===== src/rtl/muldiv_iterative.sv =====
// muldiv_iterative: multi-cycle RV32M responder.
// It multiplies with shift-add and divides by restoring, one bit per clock.
// Operands are converted to magnitudes when a request is accepted, and the
// stored sign flags correct the result on the final CALC edge.
// The divide-by-zero and signed-overflow cases give the RISC-V defined values.
module muldiv_iterative #(
    parameter int         WIDTH        = 32,
    parameter bit         FAST_SPECIAL = 1'b1,
    parameter logic [4:0] OPMUL        = 5'h10,
    parameter logic [4:0] OPMULH       = 5'h11,
    parameter logic [4:0] OPMULHSU     = 5'h12,
    parameter logic [4:0] OPMULHU      = 5'h13,
    parameter logic [4:0] OPDIV        = 5'h14,
    parameter logic [4:0] OPDIVU       = 5'h15,
    parameter logic [4:0] OPREM        = 5'h16,
    parameter logic [4:0] OPREMU       = 5'h17
) (
    input  logic             iCLK,
    input  logic             iRST,
    input  logic             iStart,
    input  logic             iKill,
    input  logic [4:0]       iControl,
    input  logic [WIDTH-1:0] iA,
    input  logic [WIDTH-1:0] iB,
    output logic             oReady,
    output logic             oValid,
    output logic [WIDTH-1:0] oResult
);

    typedef enum logic [1:0] {
        S_IDLE = 2'd0,
        S_CALC = 2'd1,
        S_DONE = 2'd2
    } state_t;

    localparam logic [4:0]       LAST_CNT = 5'(WIDTH - 1);
    localparam logic [WIDTH-1:0] MIN_NEG  = {1'b1, {(WIDTH-1){1'b0}}};

    // state and datapath registers
    state_t               state_q,    state_d;
    logic [4:0]           cnt_q,      cnt_d;
    logic [2*WIDTH-1:0]   acc_q,      acc_d;
    logic [WIDTH-1:0]     opb_q,      opb_d;
    logic                 mul_q,      mul_d;
    logic                 hi_q,       hi_d;
    logic                 neg_q,      neg_d;
    logic                 special_q,  special_d;
    logic [WIDTH-1:0]     spec_val_q, spec_val_d;
    logic [WIDTH-1:0]     res_q,      res_d;
    logic [WIDTH-1:0]     result_q,   result_d;
    logic                 valid_q,    valid_d;
    logic                 ready_q,    ready_d;

    // request decode
    logic dec_m_s, dec_mul_s, dec_hi_s, dec_rem_s, dec_asg_s, dec_bsg_s;
    // operand preparation
    logic             a_neg_s, b_neg_s, neg_s, div0_s, ovf_s, special_s;
    logic [WIDTH-1:0] a_mag_s, b_mag_s, spec_val_s;
    // iteration datapath
    logic [WIDTH:0]       mul_sum_s, rem_sh_s, diff_s;
    logic                 qbit_s;
    logic [2*WIDTH-1:0]   mul_next_s, div_next_s, acc_nx_s, prod_fix_s;
    logic [WIDTH-1:0]     raw_res_s, core_res_s;

    // Decode iControl into operation class and operand signedness
    always_comb begin
        dec_m_s   = 1'b0;
        dec_mul_s = 1'b0;
        dec_hi_s  = 1'b0;
        dec_rem_s = 1'b0;
        dec_asg_s = 1'b0;
        dec_bsg_s = 1'b0;
        case (iControl)
            OPMUL:    begin dec_m_s = 1'b1; dec_mul_s = 1'b1; dec_asg_s = 1'b1; dec_bsg_s = 1'b1; end
            OPMULH:   begin dec_m_s = 1'b1; dec_mul_s = 1'b1; dec_hi_s = 1'b1; dec_asg_s = 1'b1; dec_bsg_s = 1'b1; end
            OPMULHSU: begin dec_m_s = 1'b1; dec_mul_s = 1'b1; dec_hi_s = 1'b1; dec_asg_s = 1'b1; end
            OPMULHU:  begin dec_m_s = 1'b1; dec_mul_s = 1'b1; dec_hi_s = 1'b1; end
            OPDIV:    begin dec_m_s = 1'b1; dec_asg_s = 1'b1; dec_bsg_s = 1'b1; end
            OPDIVU:   begin dec_m_s = 1'b1; end
            OPREM:    begin dec_m_s = 1'b1; dec_hi_s = 1'b1; dec_rem_s = 1'b1; dec_asg_s = 1'b1; dec_bsg_s = 1'b1; end
            OPREMU:   begin dec_m_s = 1'b1; dec_hi_s = 1'b1; dec_rem_s = 1'b1; end
            default:  begin dec_m_s = 1'b0; end
        endcase
    end

    // Magnitudes, result sign, and RISC-V special-case values at accept time
    always_comb begin
        a_neg_s   = dec_asg_s & iA[WIDTH-1];
        b_neg_s   = dec_bsg_s & iB[WIDTH-1];
        a_mag_s   = a_neg_s ? ({WIDTH{1'b0}} - iA) : iA;
        b_mag_s   = b_neg_s ? ({WIDTH{1'b0}} - iB) : iB;
        neg_s     = dec_rem_s ? a_neg_s : (a_neg_s ^ b_neg_s);
        div0_s    = dec_m_s & ~dec_mul_s & (iB == {WIDTH{1'b0}});
        ovf_s     = dec_m_s & ~dec_mul_s & dec_bsg_s & (iA == MIN_NEG) & (iB == {WIDTH{1'b1}});
        special_s = div0_s | ovf_s;
        if (div0_s) begin
            spec_val_s = dec_rem_s ? iA : {WIDTH{1'b1}};
        end else if (ovf_s) begin
            spec_val_s = dec_rem_s ? {WIDTH{1'b0}} : MIN_NEG;
        end else begin
            spec_val_s = {WIDTH{1'b0}};
        end
    end

    // One shift-add or restoring-divide step, plus sign fix-up of the final value
    always_comb begin
        mul_sum_s  = {1'b0, acc_q[2*WIDTH-1:WIDTH]} + (acc_q[0] ? {1'b0, opb_q} : {(WIDTH+1){1'b0}});
        mul_next_s = {mul_sum_s, acc_q[WIDTH-1:1]};
        rem_sh_s   = {acc_q[2*WIDTH-1:WIDTH], acc_q[WIDTH-1]};
        diff_s     = rem_sh_s - {1'b0, opb_q};
        qbit_s     = ~diff_s[WIDTH];
        div_next_s = {(qbit_s ? diff_s[WIDTH-1:0] : rem_sh_s[WIDTH-1:0]), acc_q[WIDTH-2:0], qbit_s};
        acc_nx_s   = mul_q ? mul_next_s : div_next_s;
        prod_fix_s = neg_q ? ({(2*WIDTH){1'b0}} - acc_nx_s) : acc_nx_s;
        raw_res_s  = hi_q ? acc_nx_s[2*WIDTH-1:WIDTH] : acc_nx_s[WIDTH-1:0];
        if (mul_q) begin
            core_res_s = hi_q ? prod_fix_s[2*WIDTH-1:WIDTH] : prod_fix_s[WIDTH-1:0];
        end else begin
            core_res_s = neg_q ? ({WIDTH{1'b0}} - raw_res_s) : raw_res_s;
        end
    end

    // FSM next state: accept, iterate, publish result; kill returns to IDLE
    always_comb begin
        state_d    = state_q;
        cnt_d      = cnt_q;
        acc_d      = acc_q;
        opb_d      = opb_q;
        mul_d      = mul_q;
        hi_d       = hi_q;
        neg_d      = neg_q;
        special_d  = special_q;
        spec_val_d = spec_val_q;
        res_d      = res_q;
        result_d   = result_q;
        valid_d    = 1'b0;
        case (state_q)
            S_IDLE: begin
                if (iKill) begin
                    state_d = S_IDLE;
                end else if (iStart) begin
                    mul_d      = dec_mul_s;
                    hi_d       = dec_hi_s;
                    neg_d      = neg_s;
                    special_d  = special_s;
                    spec_val_d = spec_val_s;
                    cnt_d      = 5'd0;
                    if (dec_mul_s) begin
                        acc_d = {{WIDTH{1'b0}}, b_mag_s};
                        opb_d = a_mag_s;
                    end else begin
                        acc_d = {{WIDTH{1'b0}}, a_mag_s};
                        opb_d = b_mag_s;
                    end
                    if (!dec_m_s) begin
                        res_d   = {WIDTH{1'b0}};
                        state_d = S_DONE;
                    end else if (special_s && FAST_SPECIAL) begin
                        res_d   = spec_val_s;
                        state_d = S_DONE;
                    end else begin
                        state_d = S_CALC;
                    end
                end else begin
                    state_d = S_IDLE;
                end
            end
            S_CALC: begin
                if (iKill) begin
                    state_d = S_IDLE;
                end else begin
                    acc_d = acc_nx_s;
                    cnt_d = cnt_q + 5'd1;
                    if (cnt_q == LAST_CNT) begin
                        res_d   = special_q ? spec_val_q : core_res_s;
                        state_d = S_DONE;
                    end else begin
                        state_d = S_CALC;
                    end
                end
            end
            S_DONE: begin
                if (iKill) begin
                    state_d = S_IDLE;
                end else begin
                    valid_d  = 1'b1;
                    result_d = res_q;
                    state_d  = S_IDLE;
                end
            end
            default: begin
                state_d = S_IDLE;
            end
        endcase
        ready_d = (state_d == S_IDLE);
    end

    // State register with asynchronous active-high reset
    always_ff @(posedge iCLK or posedge iRST) begin
        if (iRST) begin
            state_q    <= S_IDLE;
            cnt_q      <= 5'd0;
            acc_q      <= {(2*WIDTH){1'b0}};
            opb_q      <= {WIDTH{1'b0}};
            mul_q      <= 1'b0;
            hi_q       <= 1'b0;
            neg_q      <= 1'b0;
            special_q  <= 1'b0;
            spec_val_q <= {WIDTH{1'b0}};
            res_q      <= {WIDTH{1'b0}};
            result_q   <= {WIDTH{1'b0}};
            valid_q    <= 1'b0;
            ready_q    <= 1'b1;
        end else begin
            state_q    <= state_d;
            cnt_q      <= cnt_d;
            acc_q      <= acc_d;
            opb_q      <= opb_d;
            mul_q      <= mul_d;
            hi_q       <= hi_d;
            neg_q      <= neg_d;
            special_q  <= special_d;
            spec_val_q <= spec_val_d;
            res_q      <= res_d;
            result_q   <= result_d;
            valid_q    <= valid_d;
            ready_q    <= ready_d;
        end
    end

    assign oReady  = ready_q;
    assign oValid  = valid_q;
    assign oResult = result_q;

endmodule


===== config.mk =====
export PLATFORM = sky130hd
export DESIGN_NAME = muldiv_iterative
export DESIGN_NICKNAME = d
export VERILOG_FILES = /design/src/rtl/muldiv_iterative.sv
export SDC_FILE = /design/constraint.sdc
export NUM_CORES = 1
export LEC_CHECK = 0
export ABC_AREA = 0
export BUFFER_PORTS_ARGS = -buffer_cell sky130_fd_sc_hd__buf_2
export CORE_MARGIN = 3
export CORE_UTILIZATION = 30
export DETAILED_ROUTE_END_ITERATION = 7
export HOLD_SLACK_MARGIN = 0.05
export SLEW_MARGIN = 40
export SYNTH_ARGS = -nofsm -noshare
export SYNTH_HDL_FRONTEND = slang
export SYNTH_SLANG_ARGS = --single-unit

===== constraint.sdc =====
create_clock -name iCLK -period 13 [get_ports iCLK]
set_input_delay 2.6 -clock iCLK [delete_from_list [all_inputs] [get_ports iCLK]]
set_output_delay 2.6 -clock iCLK [all_outputs]
set_load 0.005 [all_outputs]

==> results.yml <==
detailed_routing:
  detail_route.wirelength_um: 88700
  drt_drc_violations_left: 3
  drt-vias-per-instance: 6.18
  dr.first_iter.drc_count: 2739
  drt-wirelength-per-cell_um: 24.8
  route.antenna.remaining_nets: 0
  route.vias.total: 22122
  drt_first_pass_iters: 8
layout:
  final_net_count: 2840
  layout-drive-gt1-share_pct: 11.7
  fillCellCount: 7038
  syn_to_final_growth_pct: 10.6
  final_cells: 3577
  diodes: 0
logic_synthesis:
  ys_dominant_reg_cell: "dfrtp_1"
  ys_warn_count: 0
  synthesized_area_per_cell_um2: 7.49
  ys_top_cells_by_area: "dfrtp_1 25%, o21ai_0 6.4%, nand2_1 5.8%"
  sequential_area_share_after_synthesis_pct: 25.2
  synth.cells.most_frequent: "315 x nand2_1, 259 x o21ai_0, 231 x a21oi_1"
  syn_inst: 2714
  synth-edff-count: 0
  synth.lib_cells_used.distinct: 102
  cell_taking_the_most_area_after_synthesis: "dfrtp_1"
  flip_flop_and_latch_count_after_synthesis: 205
  synthMostInstantiatedCell: "nand2_1"
  syn-cell-area_mm2: 0.0203
  top_cell_type_s_share_of_synthesized_area_pct: 25.1
  synth-async-reset-ratio_pct: 100
  mappedNetlistNets: 2860
global_route:
  wire_length_of_the_first_global_routing_pass_um: 132000
  antenna_found_initial: 5
  grt_max_degree: 114
  first_global_vias: 20162
  globalRoute.totalOverflow: 0
  grt_util_all_layers_pct: 24.3
power:
  leakagePower_nw: 9.07
  vdd_drop_max_v: 0.0000999
  total_switching_power_mw: 1.37
  cellInternalPower_mw: 1.64
  power.density_cell_area_mw_per_mm2: 134
  power_frac_comb_pct: 46.0
  p_clk_share_pct: 25.9
  share_seq_of_total_power_pct: 28.1
  netSwitchingFraction_pct: 45.4
placed_design:
  dp_hpwl_um: 67500
  place.gp.congestion: 0.990
  buffer_ports.inserted: 106
  dpl.cell_count: 3528
  dp_worst_setup_slack_ns: 6.40
sta:
  timing_max_transition_violations_final: 0
  final_period_minus_worst_setup_slack_ns: 6.64
  finalHoldViolations: 0
  final.setup.worst_slack_ns: 6.36
  tns_ns: 0
  min_period_over_period_pct: 51.1
  finalClockSkew_ns: 0.0176
  setup_failing_eps_final: 0
  relSlewSlack_pct: 34.2
  worst_slew_pin_tran_ns: 0.981
  rsz_0062_raised_after_global_routing: "no"
  timing.fmax_ghz: 0.151
  timing.hold.ws_ns: 0.473
floorplanning:
  pin_count: 107
  std_cell_core_area_mm2: 0.0665
  placementRows: 94
  initial_utilization_pct: 30.6
  die_y_extent_um: 266
  die_x_um: 266
  design.die.area_mm2: 0.0710
clock_network:
  postCtsSetupBuffers: 0
  clock_tree.root_cell: "clkbuf_16"
  cts_made_buffers: 26
  tritoncts: "yes"
  clk-insertion-delay-late_ns: 0.57
  numClockSinks: 205
  htreeDepth: 1
  cts.clk_slew.worst_paths_ns: 0.06
  cts.hold.buffers_added: 0
  clock_path_buffers: 3
  ctsResizeCount: 0
setup_path:
  worst_ep_arrival_time_ns: 7.14
  cpMaxStageDelayCell: "dfrtp_4"
  timing.critical_path.to_type: "flop"
  worstPathRequired_ns: 13.50
  critical_path.max_stage_delay_ns: 0.86
  timing.critical_path.fanout_max: 72
  worstPathCellList: "buf_4, nor3b_1, o21ai_0, nor4_1, nand4_1, nor3_1, o211ai_1, nor3_1, o21ai_1, or3_1, o31a_1, a2111oi_0, a2111oi_0, o21ai_1"
  startpoint_type: "flop"
  critical_path_class: "reg2reg"
run_status:
  failed_checks: "design-rule violations"
  outcome: "complete, but fails checks"
min_path:
  hold_class: "reg2reg"
flow_run:
  maxCapViolations: 0
[flip-flops by register name (all words and copies together) (netlist names)]
register / count
opb_q: 32
special_q: 1
spec_val_q: 32
oResult: 32
acc_q: 64
neg_q: 1
res_q: 32
hi_q: 1
oValid: 1
mul_q: 1
oReady: 1
cnt_q: 5
state_q: 2
[cell families (layout without fill, tap and decap cells)]
kind of cell / Yosys count / in the layout / synth area share (%)
simple gates: 1000 / 1000 / 23.8
compound gates: 930 / 930 / 29.7
buf+inv: 261 / 260 / 5.20
flops: 205 / 205 / 25.2
xor+xnor: 152 / 152 / 6.55
mux: 93 / 93 / 4.96
fa+ha+maj: 73 / 73 / 4.57
[layer usage]
| layer | wire [um] | part of all wire (%) | GRT usage, % | vias to the layer above |
|---|---|---|---|---|
| met3 | 8380 | 9.4 | 3.69 | 263 |
| met2 | 37400 | 42 | 36.1 | 1303 |
| met4 | 6410 | 7.2 | 14.8 | 8 |
| met5 | 54 | 0.061 | 0 | - |
| met1 | 36500 | 41 | 33.1 | 10516 |
| li1 | - | - | - | 10032 |
[area by class of cell]
type                       count  area [um2]  area share [%]
sequential                   205        5140            22.9
clock inverter                14         201           0.895
tap                          864        1080            4.81
inverter                      67         259            1.15
multi-input combinational   2248       14200            63.2
timing repair buffer         146         882            3.92
clock buffer                  33         707            3.14
[layout by cell type, fill, tap and decap left out, types with 17 or more instances in the layout]
cell / count
xor2_1: 70
or3_1: 31
mux2i_1: 39
and2_1: 46
buf_4: 35
a211oi_1: 37
nor2b_1: 24
dfrtp_1: 200
o211ai_1: 39
xnor2_1: 82
nand3_1: 74
inv_1: 61
ha_1: 71
o221ai_1: 27
o21a_1: 22
o21ai_0: 258
nand2b_1: 17
nand2_1: 314
a21oi_1: 231
mux2_2: 53
a31oi_1: 36
nor2_1: 229
nor4_1: 25
o31ai_1: 62
a21o_1: 27
buf_2: 106
and3_1: 22
nor3_1: 99
clkbuf_16: 26
nand4_1: 37
[stage by stage]
stage	cell area (um2)	utilization (%)	power, mW
finish	22500	33.9	3.01
global route	22500	33.9	3.14
CTS	22400	33.7	2.96
detailed placement	21500	32.4	2.18
global placement	21500	32.3	2.18
floorplan	20300	-	1.70
[power by group through the flow]
| stage | combinational (mW) | sequential, mW | clock, mW |
|---|---|---|---|
| 6_report | 1.38 | 0.845 | 0.780 |
| 5_1_grt | 1.47 | 0.852 | 0.814 |
| 4_1_cts | 1.33 | 0.837 | 0.788 |
| 3_5_place_dp | 1.33 | 0.848 | 0 |
| 3_3_place_gp | 1.33 | 0.846 | 0 |
| 2_1_floorplan | 0.926 | 0.773 | 0 |
[final timing paths]
check                                    from             to  slack, ns  cells past startpoint
worst max-delay path                    mul_q      res_q[19]       6.36                     14
worst min-delay path            spec_val_q[8]  spec_val_q[8]       0.47                      2
worst max register to register          mul_q      res_q[19]       6.36                     14
worst min register to register  spec_val_q[8]  spec_val_q[8]       0.47                      2
max in group asynchronous                iRST           hi_q       9.54                      4
min in group asynchronous                iRST      acc_q[12]       1.97                      2
[critical path, delay by kind of cell (launching register included)]
family	cells	cell delay (ns)
AO/OA/AOI/OAI	7	1.92
AND/OR/NAND/NOR	6	3.03
flip-flops	1	0.86
buffers and inverters	1	0.74
(Power assumes the default switching activity.)
